**config.mk**
```make
export PLATFORM = sky130hd
export DESIGN_NAME = rf_wb_arbiter
export DESIGN_NICKNAME = d
export VERILOG_FILES = /design/src/rtl/rf_wb_arbiter.sv
export SDC_FILE = /design/constraint.sdc
export NUM_CORES = 1
export LEC_CHECK = 0
export BUFFER_PORTS_ARGS = -buffer_cell sky130_fd_sc_hd__clkbuf_2
export CAP_MARGIN = 20
export CORE_AREA = 2 2 114 116
export DETAILED_ROUTE_END_ITERATION = 6
export DIE_AREA = 0 0 116 118
export GPL_ROUTABILITY_DRIVEN = 0
export PLACE_DENSITY = 0.83
export SLEW_MARGIN = 20
export SYNTH_ARGS = -nofsm -noshare
export SYNTH_HDL_FRONTEND = slang
export SYNTH_SLANG_ARGS = --single-unit
```
**constraint.sdc**
```tcl
create_clock -name clk -period 3 [get_ports clk]
set_clock_uncertainty 0.05 [all_clocks]
set_input_delay 0.3 -clock clk [delete_from_list [all_inputs] [get_ports clk]]
set_output_delay 0.3 -clock clk [all_outputs]
set_load 0.01 [all_outputs]
```
**src/rtl/rf_wb_arbiter.sv**
```systemverilog
// Write-back arbiter between the LSU pipeline and the MDU, with a per-register
// pending scoreboard that gates issue and reports source-operand hazards.
module rf_wb_arbiter #(
    parameter int unsigned RegWidth = 64,
    parameter int unsigned NREG     = 32,
    localparam int unsigned AddrWidth = 5
) (
    input  logic                 clk,
    input  logic                 rst,

    input  logic                 iss_valid,
    input  logic [AddrWidth-1:0] iss_rd,
    output logic                 iss_ready,

    input  logic                 p_valid,
    output logic                 p_ready,
    input  logic [AddrWidth-1:0] p_rd,
    input  logic [RegWidth-1:0]  p_data,

    input  logic                 m_valid,
    output logic                 m_ready,
    input  logic [AddrWidth-1:0] m_rd,
    input  logic [RegWidth-1:0]  m_data,

    input  logic [AddrWidth-1:0] rs1,
    input  logic [AddrWidth-1:0] rs2,
    output logic                 rs1_busy,
    output logic                 rs2_busy,

    output logic                 rf_wen,
    output logic [AddrWidth-1:0] rf_waddr,
    output logic [RegWidth-1:0]  rf_wdata
);

    typedef struct packed {
        logic [AddrWidth-1:0] rd;
        logic [RegWidth-1:0]  data;
    } wr_req_t;

    // One-hot register select; x0 and indices beyond NREG never select a bit.
    function automatic logic [NREG-1:0] reg_sel(input logic [AddrWidth-1:0] rd);
        logic [NREG-1:0] sel;
        sel    = NREG'(1) << rd;
        sel[0] = 1'b0;
        return sel;
    endfunction

    logic [NREG-1:0]      pend_q;
    logic [NREG-1:0]      pend_d;
    logic                 prefer_m_q;
    logic                 prefer_m_d;

    logic                 contended;
    logic                 grant_p;
    logic                 grant_m;
    logic                 win_valid;
    wr_req_t              win;
    logic                 iss_fire;

    logic                 rf_wen_d;
    logic [AddrWidth-1:0] rf_waddr_d;
    logic [RegWidth-1:0]  rf_wdata_d;

    // Arbitration, scoreboard next state and write-port next state.
    always_comb begin
        contended  = 1'b0;
        grant_p    = 1'b0;
        grant_m    = 1'b0;
        win_valid  = 1'b0;
        win        = '0;
        iss_fire   = 1'b0;
        iss_ready  = 1'b0;
        p_ready    = 1'b0;
        m_ready    = 1'b0;
        rs1_busy   = 1'b0;
        rs2_busy   = 1'b0;
        pend_d     = pend_q;
        prefer_m_d = prefer_m_q;
        rf_wen_d   = 1'b0;
        rf_waddr_d = rf_waddr;
        rf_wdata_d = rf_wdata;

        contended = p_valid & m_valid;
        grant_p   = p_valid & (~m_valid | ~prefer_m_q);
        grant_m   = m_valid & ~grant_p;
        win_valid = grant_p | grant_m;
        win.rd    = grant_p ? p_rd   : m_rd;
        win.data  = grant_p ? p_data : m_data;

        p_ready   = grant_p;
        m_ready   = grant_m;

        // Loser of a contended cycle gets priority on the next contended cycle.
        if (contended) begin
            prefer_m_d = grant_p;
        end

        // A grant to the same rd releases the hazard for a same-cycle issue.
        iss_ready = (iss_rd == '0)
                  | ~(|(pend_q & reg_sel(iss_rd)))
                  | (win_valid & (win.rd == iss_rd));
        iss_fire  = iss_valid & iss_ready;

        // Clear on write-back first, then set on issue so a same-cycle issue wins.
        if (win_valid) begin
            pend_d = pend_d & ~reg_sel(win.rd);
        end
        if (iss_fire) begin
            pend_d = pend_d | reg_sel(iss_rd);
        end

        rs1_busy = |(pend_q & reg_sel(rs1));
        rs2_busy = |(pend_q & reg_sel(rs2));

        rf_wen_d = win_valid & (win.rd != '0);
        if (rf_wen_d) begin
            rf_waddr_d = win.rd;
            rf_wdata_d = win.data;
        end
    end

    always_ff @(posedge clk or negedge rst) begin
        if (!rst) begin
            pend_q     <= '0;
            prefer_m_q <= 1'b0;
            rf_wen     <= 1'b0;
            rf_waddr   <= '0;
            rf_wdata   <= '0;
        end else begin
            pend_q     <= pend_d;
            prefer_m_q <= prefer_m_d;
            rf_wen     <= rf_wen_d;
            rf_waddr   <= rf_waddr_d;
            rf_wdata   <= rf_wdata_d;
        end
    end

endmodule

```
==> results.json <==
{
  "synth_edf_count": 0,
  "ys_seq_elements": 102,
  "switching_power_w": 0.00187,
  "reg2reg_slack_ps": 580,
  "dp_hpwl_um": 14400,
  "timing_worst_setup_path_type": "flop to output port",
  "grt_overflow_total": 0,
  "switching_share": 0.362,
  "design.die.area_um2": 13700,
  "core_area_um2": 12400,
  "initial_core_util": 0.493,
  "worst_path_max_delay_cell": "a2111oi_1",
  "routed_wl_um": 19500,
  "placed_area_um2": 7390,
  "ctsLongestPathBuffers": 2,
  "layout_common_cells": "clkbuf_2 (231), nand2_1 (183), nor2_1 (109)",
  "first_pass_iters": 5,
  "cts.clk_slew.worst_paths_ps": 70,
  "portBuffers": 232,
  "hold_depth": 3,
  "cp_slowest_stage_delay_ps": 560,
  "worst-path-stages": 6,
  "nets": 1126,
  "ir_worst_vdd_mv": 0.288,
  "cts-htree-levels": 3,
  "outcome": "finished, final reports clean",
  "area_growth_pct": 26.8,
  "async_flop_share": 1.00,
  "power.share.clock": 0.266,
  "setup_tns_ps": 0,
  "fmax_mhz": 362,
  "cts_tree": "yes",
  "period_minus_slack_ps": 2760,
  "synth_area_um2": 6120,
  "pwr-share-comb": 0.318,
  "drcViolationCount": 0,
  "reg2reg_from": "prefer_m_q",
  "hp-class": "input port to flop",
  "instances_no_fill": 1145,
  "hold_start": "p_data[15]",
  "worstSetupStartpointType": "flop",
  "grt_pass1_wl_um": 31300,
  "slew_headroom": 0.429,
  "crit_chain": "mux2_2, a32o_1, a2111oi_1, a31oi_1, o221a_2, clkbuf_2",
  "drtIter0Drc": 484,
  "cp.required_ps": 2650,
  "ys_seq_area_frac": 0.417,
  "ant_nets": 0,
  "final_common_cell": "clkbuf_2",
  "numCtsBuffers": 9,
  "clk_latency_ps": 350,
  "rsz0062_at_grt": "no",
  "root_buffer": "clkbuf_16",
  "synth_nets": 925,
  "multi_input_area_um2": 3240,
  "stdcell_area_um2": 7760,
  "ioPinCount": 233,
  "syn_inst": 767,
  "synth_cell_type_count": 59,
  "p_leak_nw": 3.63,
  "synth_warnings": 0,
  "num_rows": 41,
  "post_cts_buffers": 0,
  "fillers": 1130,
  "via_per_inst": 5.68,
  "vias": 6508,
  "grt_pass1_vias": 6141,
  "timing.rr.end": "pend_q[8]",
  "clkSinkCount": 102,
  "setup.worst_path.end_class": "output port",
  "fin_crit_sh": 0.920,
  "dpl.cell_count": 1128,
  "slew_viol_final": 0,
  "finalCoreUtilization": 0.625,
  "min_to": "rf_wdata[15]",
  "post_route_cells_drive_above_1_share": 0.294,
  "powerDensity_nw_per_um2": 665,
  "crit_fanout": 4,
  "drv_cap": 0,
  "ys.flop_type": "dfrtp_1",
  "hold_violations": 0,
  "die_w_um": 116,
  "crit_buf_inv": 1,
  "wl_per_cell_um": 17.1,
  "worst_pin_slew_ps": 852,
  "antenna_found_initial": 0,
  "postSynthAreaPerCell_um2": 7.97,
  "ff_latch_area_um2": 2550,
  "cp-startpoint": "pend_q[23]",
  "cp.arrival_ps": 2410,
  "grt_use_total": 0.290,
  "p_seq_frac": 0.416,
  "diodes": 0,
  "die_height_um": 118,
  "setup_viol": 0,
  "grt_max_degree": 65,
  "reg2reg_depth": 7,
  "p_int_w": 0.00330,
  "cp_top_family": "compound AO/OA/AOI/OAI gates"
}
[flip-flops by register name, indices dropped and copies added, names as in the netlist]
register	count
prefer_m_q	1
rf_wen	1
pend_q	31
rf_waddr	5
rf_wdata	64
[cell usage after synthesis, types with 3 or more instances]
cell | count | area [µm²]
clkbuf_1 | 30 | 113
nand3b_1 | 6 | 45.0
xnor2_1 | 7 | 61.3
nand3_1 | 17 | 85.1
o21ai_0 | 45 | 225
inv_1 | 10 | 37.5
nand2b_1 | 5 | 31.3
nand2_1 | 183 | 687
a22oi_1 | 4 | 30.0
and3_1 | 5 | 31.3
mux2_2 | 6 | 67.6
a31oi_1 | 76 | 475
nor3b_1 | 10 | 75.1
a21oi_1 | 18 | 90.1
nor2_1 | 109 | 409
a32oi_1 | 4 | 35.0
o21ai_1 | 5 | 25.0
nor2b_1 | 7 | 43.8
o311ai_1 | 26 | 228
mux2i_1 | 13 | 130
buf_2 | 16 | 80.1
dfrtp_1 | 102 | 2550
a22o_1 | 3 | 26.3
buf_4 | 12 | 90.1
nor3_1 | 3 | 15.0
[worst reg2reg max path, cell delays in order (launching register included)]
cell,delay [ps]
dfrtp_1,380
a21bo_2,340
mux2i_1,400
xnor2_1,160
nor4b_4,430
buf_4,250
a21oi_1,70
o31ai_1,240
[repair_timing]
item,CTS,global route
hold endpoints to repair,48,0
hold buffers,1,0
gates resized for setup,0,1
setup endpoints to repair,0,1
[metal layers]
layer  part of all wire  GRT usage  routed length (µm)  vias to the layer above
met4              0.052      0.152                1010                        0
li1                   -          -                   -                     3113
met1               0.39      0.372                7570                     2951
met3              0.094     0.0731                1840                       76
met2               0.47      0.448                9120                      368
met5                  0          0                   0                        -
[area by class of cell]
class / count / share of cell area
multi-input combinational: 594 / 0.417
clock inverter: 6 / 0.0152
inverter: 10 / 0.00484
clock buffer: 10 / 0.0308
timing repair buffer: 251 / 0.175
tap: 172 / 0.0277
sequential: 102 / 0.329
[cells by family after synthesis]
group / synth area share
mux: 0.0462
simple gates: 0.255
xor+xnor: 0.0100
buf+inv: 0.0554
flops: 0.417
compound gates: 0.216
[power groups by stage]
stage,combinational [W],sequential [W],clock (W)
2_1_floorplan,0.000948,0.00208,0
3_3_place_gp,0.00159,0.00213,0
3_5_place_dp,0.00163,0.00214,0
4_1_cts,0.00163,0.00212,0.00139
5_1_grt,0.00181,0.00217,0.00145
6_report,0.00164,0.00215,0.00137
[worst max path at each step]
| stage | end | slack [ps] |
|---|---|---|
| after global routing | rs1_busy | 100 |
| after global placement | rs1_busy | 440 |
| after floorplan | rs1_busy | 660 |
| final | rs1_busy | 240 |
| after CTS | rs1_busy | 180 |
| after detailed placement | rs1_busy | 350 |
[through the flow]
| step | hold WS (ps) | setup slack (ps) | total power, W |
|---|---|---|---|
| after global placement | 323 | 435 | 0.00372 |
| after global routing | 137 | 95.2 | 0.00543 |
| after CTS | 124 | 176 | 0.00514 |
| after detailed placement | 322 | 352 | 0.00377 |
| after floorplan | -45.6 | 664 | 0.00302 |
| final | 128 | 241 | 0.00516 |
Power figures use the tool's default switching activity.
